===== config.mk =====
export PLATFORM = sky130hd
export DESIGN_NAME = vga_timing_gen
export DESIGN_NICKNAME = d
export VERILOG_FILES = /design/src/rtl/vga_pkg.sv /design/src/rtl/vga_axis_counter.sv /design/src/rtl/vga_timing_gen.sv
export SDC_FILE = /design/constraint.sdc
export NUM_CORES = 1
export LEC_CHECK = 0
export CAP_MARGIN = 15
export CORE_MARGIN = 2
export CORE_UTILIZATION = 57
export DETAILED_ROUTE_END_ITERATION = 7
export PLACE_DENSITY = 0.81
export SYNTH_ARGS = -nofsm -noshare
export SYNTH_HDL_FRONTEND = slang
export SYNTH_SLANG_ARGS = --single-unit

===== constraint.sdc =====
create_clock -name CLOCK_50 -period 2.6 [get_ports CLOCK_50]
set_input_delay 0.52 -clock CLOCK_50 [delete_from_list [all_inputs] [get_ports CLOCK_50]]
set_output_delay 0.52 -clock CLOCK_50 [all_outputs]
set_load 0.01 [all_outputs]

===== src/rtl/vga_pkg.sv =====
// Shared VGA timing record type and the standard mode constants used as defaults.
// Totals: 800x600@72 is 1040 x 666 at 50 MHz; 640x480@60 is 800 x 525 at 25 MHz.
package vga_pkg;
   typedef struct packed {
      int   active;
      int   fp;
      int   sync;
      int   bp;
      logic pol;
   } axis_timing_t;

   typedef struct packed {
      axis_timing_t h;
      axis_timing_t v;
      int           clk_div;
   } vga_timing_t;

   localparam vga_timing_t SVGA_800X600_72 = '{
      h: '{active: 800, fp: 56, sync: 120, bp: 64, pol: 1'b1},
      v: '{active: 600, fp: 37, sync: 6,   bp: 23, pol: 1'b1},
      clk_div: 1
   };

   localparam vga_timing_t VGA_640X480_60 = '{
      h: '{active: 640, fp: 16, sync: 96, bp: 48, pol: 1'b0},
      v: '{active: 480, fp: 10, sync: 2,  bp: 33, pol: 1'b0},
      clk_div: 2
   };

   function automatic int axis_total(axis_timing_t t);
      return t.active + t.fp + t.sync + t.bp;
   endfunction
endpackage


===== src/rtl/vga_axis_counter.sv =====
// One timing axis: mod-TOTAL counter advanced by step, with combinational wrap/active/sync decode.
// Decode is unregistered; the top registers it alongside the pixel coordinates.
module vga_axis_counter import vga_pkg::*; #(
   parameter int TOTAL  = axis_total(SVGA_800X600_72.h),
   parameter int ACTIVE = SVGA_800X600_72.h.active,
   parameter int FP     = SVGA_800X600_72.h.fp,
   parameter int SYNC   = SVGA_800X600_72.h.sync,
   parameter bit POL    = SVGA_800X600_72.h.pol
) (
   input  logic                     clk,
   input  logic                     rst_n,
   input  logic                     step,
   output logic [$clog2(TOTAL)-1:0] count,
   output logic                     wrap,
   output logic                     active,
   output logic                     sync
);
   localparam int W = $clog2(TOTAL);
   localparam logic [W-1:0] LAST     = W'(TOTAL - 1);
   localparam logic [W-1:0] ACT_END  = W'(ACTIVE);
   localparam logic [W-1:0] SYNC_BEG = W'(ACTIVE + FP);
   localparam logic [W-1:0] SYNC_END = W'(ACTIVE + FP + SYNC);

   assign wrap   = step && (count == LAST);
   assign active = (count < ACT_END);
   assign sync   = (count >= SYNC_BEG && count < SYNC_END) ? POL : ~POL;

   always_ff @(posedge clk or negedge rst_n) begin
      if (!rst_n) begin
         count <= '0;
      end else if (step) begin
         count <= wrap ? '0 : count + W'(1);
      end
   end
endmodule


===== src/rtl/vga_timing_gen.sv =====
// VGA sync/blank generator: divider -> H counter -> V counter; all outputs registered, one cycle behind the counters.
// enable=0 freezes divider, counters and outputs; pulses (VGA_CLK, line_start, frame_start) are suppressed.
module vga_timing_gen import vga_pkg::*; #(
   parameter int H_ACTIVE = SVGA_800X600_72.h.active,
   parameter int H_FP     = SVGA_800X600_72.h.fp,
   parameter int H_SYNC   = SVGA_800X600_72.h.sync,
   parameter int H_BP     = SVGA_800X600_72.h.bp,
   parameter int V_ACTIVE = SVGA_800X600_72.v.active,
   parameter int V_FP     = SVGA_800X600_72.v.fp,
   parameter int V_SYNC   = SVGA_800X600_72.v.sync,
   parameter int V_BP     = SVGA_800X600_72.v.bp,
   parameter bit HS_POL   = SVGA_800X600_72.h.pol,
   parameter bit VS_POL   = SVGA_800X600_72.v.pol,
   parameter int CLK_DIV  = SVGA_800X600_72.clk_div
) (
   input  logic                                           CLOCK_50,
   input  logic                                           RESET_N,
   input  logic                                           enable,
   output logic                                           VGA_HS,
   output logic                                           VGA_VS,
   output logic                                           VGA_BLANK_N,
   output logic                                           VGA_SYNC_N,
   output logic                                           VGA_CLK,
   output logic [$clog2(H_ACTIVE+H_FP+H_SYNC+H_BP)-1:0] pix_x,
   output logic [$clog2(V_ACTIVE+V_FP+V_SYNC+V_BP)-1:0] pix_y,
   output logic                                           line_start,
   output logic                                           frame_start
);
   localparam int H_TOTAL = H_ACTIVE + H_FP + H_SYNC + H_BP;
   localparam int V_TOTAL = V_ACTIVE + V_FP + V_SYNC + V_BP;
   localparam int HW      = $clog2(H_TOTAL);
   localparam int VW      = $clog2(V_TOTAL);

   if (H_FP < 1 || H_SYNC < 1 || H_BP < 1 || V_FP < 1 || V_SYNC < 1 || V_BP < 1) begin : g_bad_porch
      $error("vga_timing_gen: every porch and sync width must be at least 1");
   end
   if (CLK_DIV < 1 || CLK_DIV > 16 || H_TOTAL > 4096 || V_TOTAL > 4096) begin : g_bad_size
      $error("vga_timing_gen: CLK_DIV must be 1..16 and totals at most 4096");
   end

   logic [3:0]    div;
   logic          pe;
   logic [HW-1:0] h;
   logic [VW-1:0] v;
   logic          h_wrap, h_act, h_sync;
   logic          v_wrap, v_act, v_sync;
   logic          at_col0, at_origin;

   assign pe = enable && (div == 4'd0);

   always_ff @(posedge CLOCK_50 or negedge RESET_N) begin
      if (!RESET_N) begin
         div <= 4'd0;
      end else if (enable) begin
         div <= (div == 4'(CLK_DIV - 1)) ? 4'd0 : div + 4'd1;
      end
   end

   vga_axis_counter #(
      .TOTAL(H_TOTAL), .ACTIVE(H_ACTIVE), .FP(H_FP), .SYNC(H_SYNC), .POL(HS_POL)
   ) u_h (
      .clk(CLOCK_50), .rst_n(RESET_N), .step(pe),
      .count(h), .wrap(h_wrap), .active(h_act), .sync(h_sync)
   );

   vga_axis_counter #(
      .TOTAL(V_TOTAL), .ACTIVE(V_ACTIVE), .FP(V_FP), .SYNC(V_SYNC), .POL(VS_POL)
   ) u_v (
      .clk(CLOCK_50), .rst_n(RESET_N), .step(h_wrap),
      .count(v), .wrap(v_wrap), .active(v_act), .sync(v_sync)
   );

   assign VGA_SYNC_N = 1'b0;

   // at_col0/at_origin remember that the counters currently sit at column 0 / pixel (0,0).
   always_ff @(posedge CLOCK_50 or negedge RESET_N) begin
      if (!RESET_N) begin
         VGA_HS      <= ~HS_POL;
         VGA_VS      <= ~VS_POL;
         VGA_BLANK_N <= 1'b0;
         VGA_CLK     <= 1'b0;
         pix_x       <= '0;
         pix_y       <= '0;
         line_start  <= 1'b0;
         frame_start <= 1'b0;
         at_col0     <= 1'b1;
         at_origin   <= 1'b1;
      end else begin
         VGA_CLK     <= pe;
         line_start  <= pe && at_col0;
         frame_start <= pe && at_origin;
         if (pe) begin
            at_col0     <= h_wrap;
            at_origin   <= v_wrap;
            pix_x       <= h;
            pix_y       <= v;
            VGA_BLANK_N <= h_act && v_act;
            VGA_HS      <= h_sync;
            VGA_VS      <= v_sync;
         end
      end
   end
endmodule


; Word-level counts from Yosys, hierarchy flattened
; Index checks and enable logic that the tools add are counted.
[totals]
register_bits = 54
inputBits = 3
out_inout_bits = 28
wordCells = 38
[classes]
n_addsub = 3
order_cmp = 6
eq_ne = 2
mux = 5
n_reduce_logical = 9
[op_table]
columns = cell, count
row1 = $lt 11x10->1 const B, 2
row2 = $lt 10x10->1 const B, 2
row3 = $add 11x1->11 const B, 1
row4 = $eq 11x11->1 const B, 1
row5 = $ge 11x10->1 const B, 1
row6 = $mux 11, 1
row7 = $add 10x1->10 const B, 1
row8 = $eq 10x10->1 const B, 1
row9 = $ge 10x10->1 const B, 1
row10 = $mux 10, 1
row11 = $logic_and 1x1->1, 8
row12 = $add 4x1->4 const B, 1
row13 = $logic_not 4->1, 1
row14 = $mux 4, 1
row15 = $mux 1, 2

; Longest topological paths before layout
[logic_depth]
ltp_word = 5
mapped_depth = 8
depth_no_buf = 7

; By module
; From an unflattened synthesis, not the netlist that was laid out.
[unflattened]
cells_unflattened = 200
area_unflattened_um2 = 2474.9
[by_module_without_submodules]
columns = module, n_inst, cells_per_inst, area_each_um2, seq_area_each_um2
row1 = vga_timing_gen, 1, 82, 1300.0, 828.3
row2 = vga_axis_counter (u_h), 1, 58, 594.3, 275.3
row3 = vga_axis_counter (u_v), 1, 60, 580.6, 250.2

; Worst setup path before layout
; OpenSTA, ideal clock, no wires.
[synth_timing]
path_kind = register to register
from = register div[0]
to = register u_v.count[4]
arrival_ns = 1.598
setup_slack_ns = 0.880
path_stages_with_launch = 9
n_path_buf = 2
synth_period_minus_slack_ns = 1.720
cell_sequence = dfrtp_1 -> inv_1 -> ha_1 -> nand4bb_1 -> buf_4 -> or2_1 -> buf_6 -> a211o_1 -> o2bb2ai_1
[synth_between]
elab_chain_cells = 5
[synth_lines]
columns = element, line_no
row1 = "start, declared", vga_timing_gen.sv:41  ; logic [3:0] div;
row2 = "start signal, assigned", vga_timing_gen.sv:55  ; div <= (div == 4'(CLK_DIV - 1)) ? 4'd0 : div + 4'd1;
row3 = $logic_not 4->1 *, vga_timing_gen.sv:49  ; assign pe = enable && (div == 4'd0);
row4 = $logic_and 1x1->1 *, vga_timing_gen.sv:49
row5 = $logic_and 1x1->1 *, vga_axis_counter.sv:24  ; assign wrap = step && (count == LAST);
row6 = $logic_and 1x1->1, vga_axis_counter.sv:24
row7 = $mux 10, vga_axis_counter.sv:32  ; count <= wrap ? '0 : count + W'(1);
row8 = "end signal, assigned", vga_axis_counter.sv:32
row9 = "end, declared", vga_axis_counter.sv:13  ; output logic [$clog2(TOTAL)-1:0] count,
; Mark *: on every way between the ends. The rest lies on a longest branch, timed or not.
; A chain may end at the register's enable or synchronous reset.

; Final worst setup path
[layout_timing]
from = input enable
to = register u_h.count[1]
[layout_between]
elab_chain_cells = 3
[layout_lines]
columns = element, line_no
row1 = "start, declared", vga_timing_gen.sv:18  ; input logic enable,
row2 = $logic_and 1x1->1 *, vga_timing_gen.sv:49
row3 = $logic_and 1x1->1, vga_axis_counter.sv:24
row4 = $mux 11, vga_axis_counter.sv:32
row5 = "end signal, assigned", vga_axis_counter.sv:32
row6 = "end, declared", vga_axis_counter.sv:13
; Marks and branches as above.

==> results by group <==
Timing
  • Measured slew at the worst slew-check pin: 0.666 ns
  • Skew final: 0.0117 ns
  • Period Utilization, post-route: 78.1%
  • Slew Viols, Final: 0
  • Final hold vios: 0
  • Relative slew slack: 55.6%
  • Final setup vio count: 0
  • Max frequency: 0.492 GHz
  • Setup_tns: 0 ns
  • Tmin final: 2.03 ns
  • RSZ-0062 raised after global routing: false

Detailed routing
  • DRT antenna net count: 0
  • Detailed-route via count: 1894
  • Post-DR vias/cell: around 5.6
  • First-pass DRT Iterations: 4
  • Initial DRC count: roughly 170
  • Routed wire length: approximately 5000 um
  • Post-route DRC violation count: 0
  • Drt wl/cell: around 15 um

Worst setup path
  • Critical Path RT: 2.78 ns
  • Worst path max stage delay: roughly 0.50 ns
  • Worst Setup Start Kind: input port
  • Crit-path max FO: 26
  • Slowest library cell on the worst path: clkdlybuf4s50_1
  • WS Path Type: input port to register
  • Arr. time, crit path: roughly 2.2 ns
  • Crit-path most repeated cell: buf_4
  • Critical path endpoint category: register
  • Critical Path, Cell by Cell: clkdlybuf4s50_1, nand4bb_1, buf_4, clkinv_1, buf_4, nand2_1, o22ai_1

GRT
  • Antenna violations before repair: 0
  • Global-route wire length before repair: 8750 um
  • Vias in the first global route: 1881
  • GR Util All Layers: 22.1%
  • Aggregate global routing overflow: 0
  • Largest net degree at the start of global routing: 55

Yosys
  • Top cells by area, synth: dfrtp_1, nand2_1, ha_1
  • Mean post-synth cell area: 9.93 um^2
  • Main flop type after synthesis: dfrtp_1
  • Synth top area share: around half
  • Post-synthesis sequential area ratio: 53.2%
  • Post-Syn Area: 2540 um^2
  • Syn Nets: 266
  • Register bit total from synthesis: 54
  • Yosys warns: 0
  • Synth area leader: dfrtp_1
  • FFs w/ async S/R, synth: 100%
  • EDFF count, synth: 0
  • Mapped Cells: 256
  • Unique masters post-synth: slightly above 50

Finish
  • Net count, final: 293
  • Commonest cells after routing, fill and taps aside: nand2_1, dfrtp_1, clkdlybuf4s50_1
  • Filler cell count: 347
  • Commonest non-fill, non-tap cell in the layout: nand2_1
  • Area growth from synthesis to layout: 16.1%
  • Layout cells sized above 1: roughly 7.7%
  • Final instance count without filler cells: 336
  • Antenna diodes: 0

Clock tree
  • Worst skew pair latency: 0.31 ns
  • Post-CTS setup repair buffer count: 0
  • CTS Root Cell: clkbuf_8
  • Clk sinks: between 50 and 60
  • Maximum buffer depth of the clock tree: 2
  • Post-CTS Hold Fix Bufs: 0
  • TritonCTS clock tree: built
  • Cts repair resizes: 0
  • Worst-path clk slew: approximately 0.090 ns
  • H-tree Lvls: 2
  • Num CTS Buffers: 5

Power
  • Leakage Power: approximately 1.4 nW
  • Worst IR Drop VDD: roughly 0.47 mV
  • PD cells: approximately 720 nW/um^2

Floorplan
  • Starting Density: 58.8%
  • Core ar.: ~4300 um^2
  • Num ports: 31
  • Die footprint: about 5000 um^2
  • Die Span Y: 70.8 um
  • Die Width: slightly above 70 um
  • # rows: 24

Placed design
  • Placer congestion estimate: roughly 0.90
  • Placed Instances: around 330
  • DP HPWL: 3420 um
  • Input/output buffers: 29

Worst hold path
  • Worst hold-check path type: input port to async pin

Job
  • Maxcap violations: 0

Outcome
  • Status: finished, final reports clean
[flip-flops by register name, summed over array words and instances, names as in the netlist]
signal,count
pix_y,10
frame_start,1
VGA_BLANK_N,1
VGA_CLK,1
div,4
at_col0,1
VGA_HS,1
u_h.count,11
pix_x,11
at_origin,1
VGA_VS,1
u_v.count,10
line_start,1
[metal layers]
metal	global-route usage, %	part of all wire, %	vias to the layer above
met5	0	0	-
met4	8.18	2.0	0
met3	4.56	4.1	13
met2	35.3	48	48
met1	30.1	46	912
li1	-	-	921
[power by group]
| part | switching [mW] | total [mW] | leakage (nW) | internal (mW) |
|---|---|---|---|---|
| Combinational | 0.263 | 0.500 | 0.646 | 0.238 |
| Sequential | 0.118 | 1.08 | 0.711 | 0.964 |
| Clock | 0.267 | 0.554 | 0.0514 | 0.287 |
| Total | 0.647 | 2.14 | 1.41 | 1.49 |
[path summary, 6_finish.rpt]
kind | cells after the start | slack (ns) | startpoint | to
setup / recovery | 7 | 0.57 | enable | u_h.count[1]
hold / removal | 2 | 0.31 | RESET_N | VGA_CLK
setup reg to reg | 8 | 0.64 | div[0] | u_h.count[1]
hold reg to reg | 2 | 0.46 | at_col0 | at_col0
max in group asynchronous | 2 | 1.83 | RESET_N | pix_y[5]
min in group CLOCK_50 | 2 | 0.46 | at_col0 | at_col0
[critical path, delay by kind of cell]
kind	cells	cell delay, ns
buffers and inverters	4	1.28
AND/OR/NAND/NOR	2	0.34
AO/OA/AOI/OAI	1	0.06
[cell families after synthesis]
logic type,count (synthesis),share of synthesized area [%]
xor+xnor,10,3.45
other cells,1,0.147
buf+inv,23,4.82
compound gates,34,8.86
fa+ha+maj,7,3.44
simple gates,123,24.3
mux,4,1.77
flops,54,53.2
[Yosys cell counts, types with 2 or more instances]
library cell / instances
and2_1: 3
nand2_1: 68
o2bb2ai_1: 2
nor2b_1: 2
o31ai_1: 3
nor4b_1: 2
buf_2: 2
and3_1: 5
buf_4: 3
and4_1: 3
ha_1: 7
dfrtp_1: 52
mux2_1: 3
inv_1: 8
xnor2_1: 7
o211ai_1: 2
nand3_1: 8
xor2_1: 3
dfstp_2: 2
nand4_1: 7
a21oi_1: 4
nor3_1: 2
nor2_1: 12
o21ai_0: 12
a22o_1: 2
buf_6: 3
clkbuf_1: 5
[area by class of cell]
| class | count | area (um^2) | share of cell area [%] |
|---|---|---|---|
| multi-input combinational | 179 | 1070 | 36.1 |
| tap | 52 | 65.1 | 2.20 |
| sequential | 54 | 1350 | 45.9 |
| clock buffer | 6 | 72.6 | 2.46 |
| timing repair buffer | 34 | 323 | 10.9 |
| clock inverter | 2 | 37.5 | 1.27 |
| inverter | 9 | 33.8 | 1.14 |
[stage by stage]
step	setup slack, ns	area (um^2)	utilization, %	power (mW)	hold WS, ns
2_1_floorplan	0.880	2540	-	1.39	0.224
3_5_place_dp	0.263	2840	65.7	1.60	0.449
3_3_place_gp	0.322	2840	65.7	1.57	0.448
5_1_grt	0.398	2950	68.3	2.27	0.393
4_1_cts	0.586	2950	68.3	2.15	0.342
6_report	0.568	2950	68.3	2.14	0.314
Power figures use the tool's default switching activity.
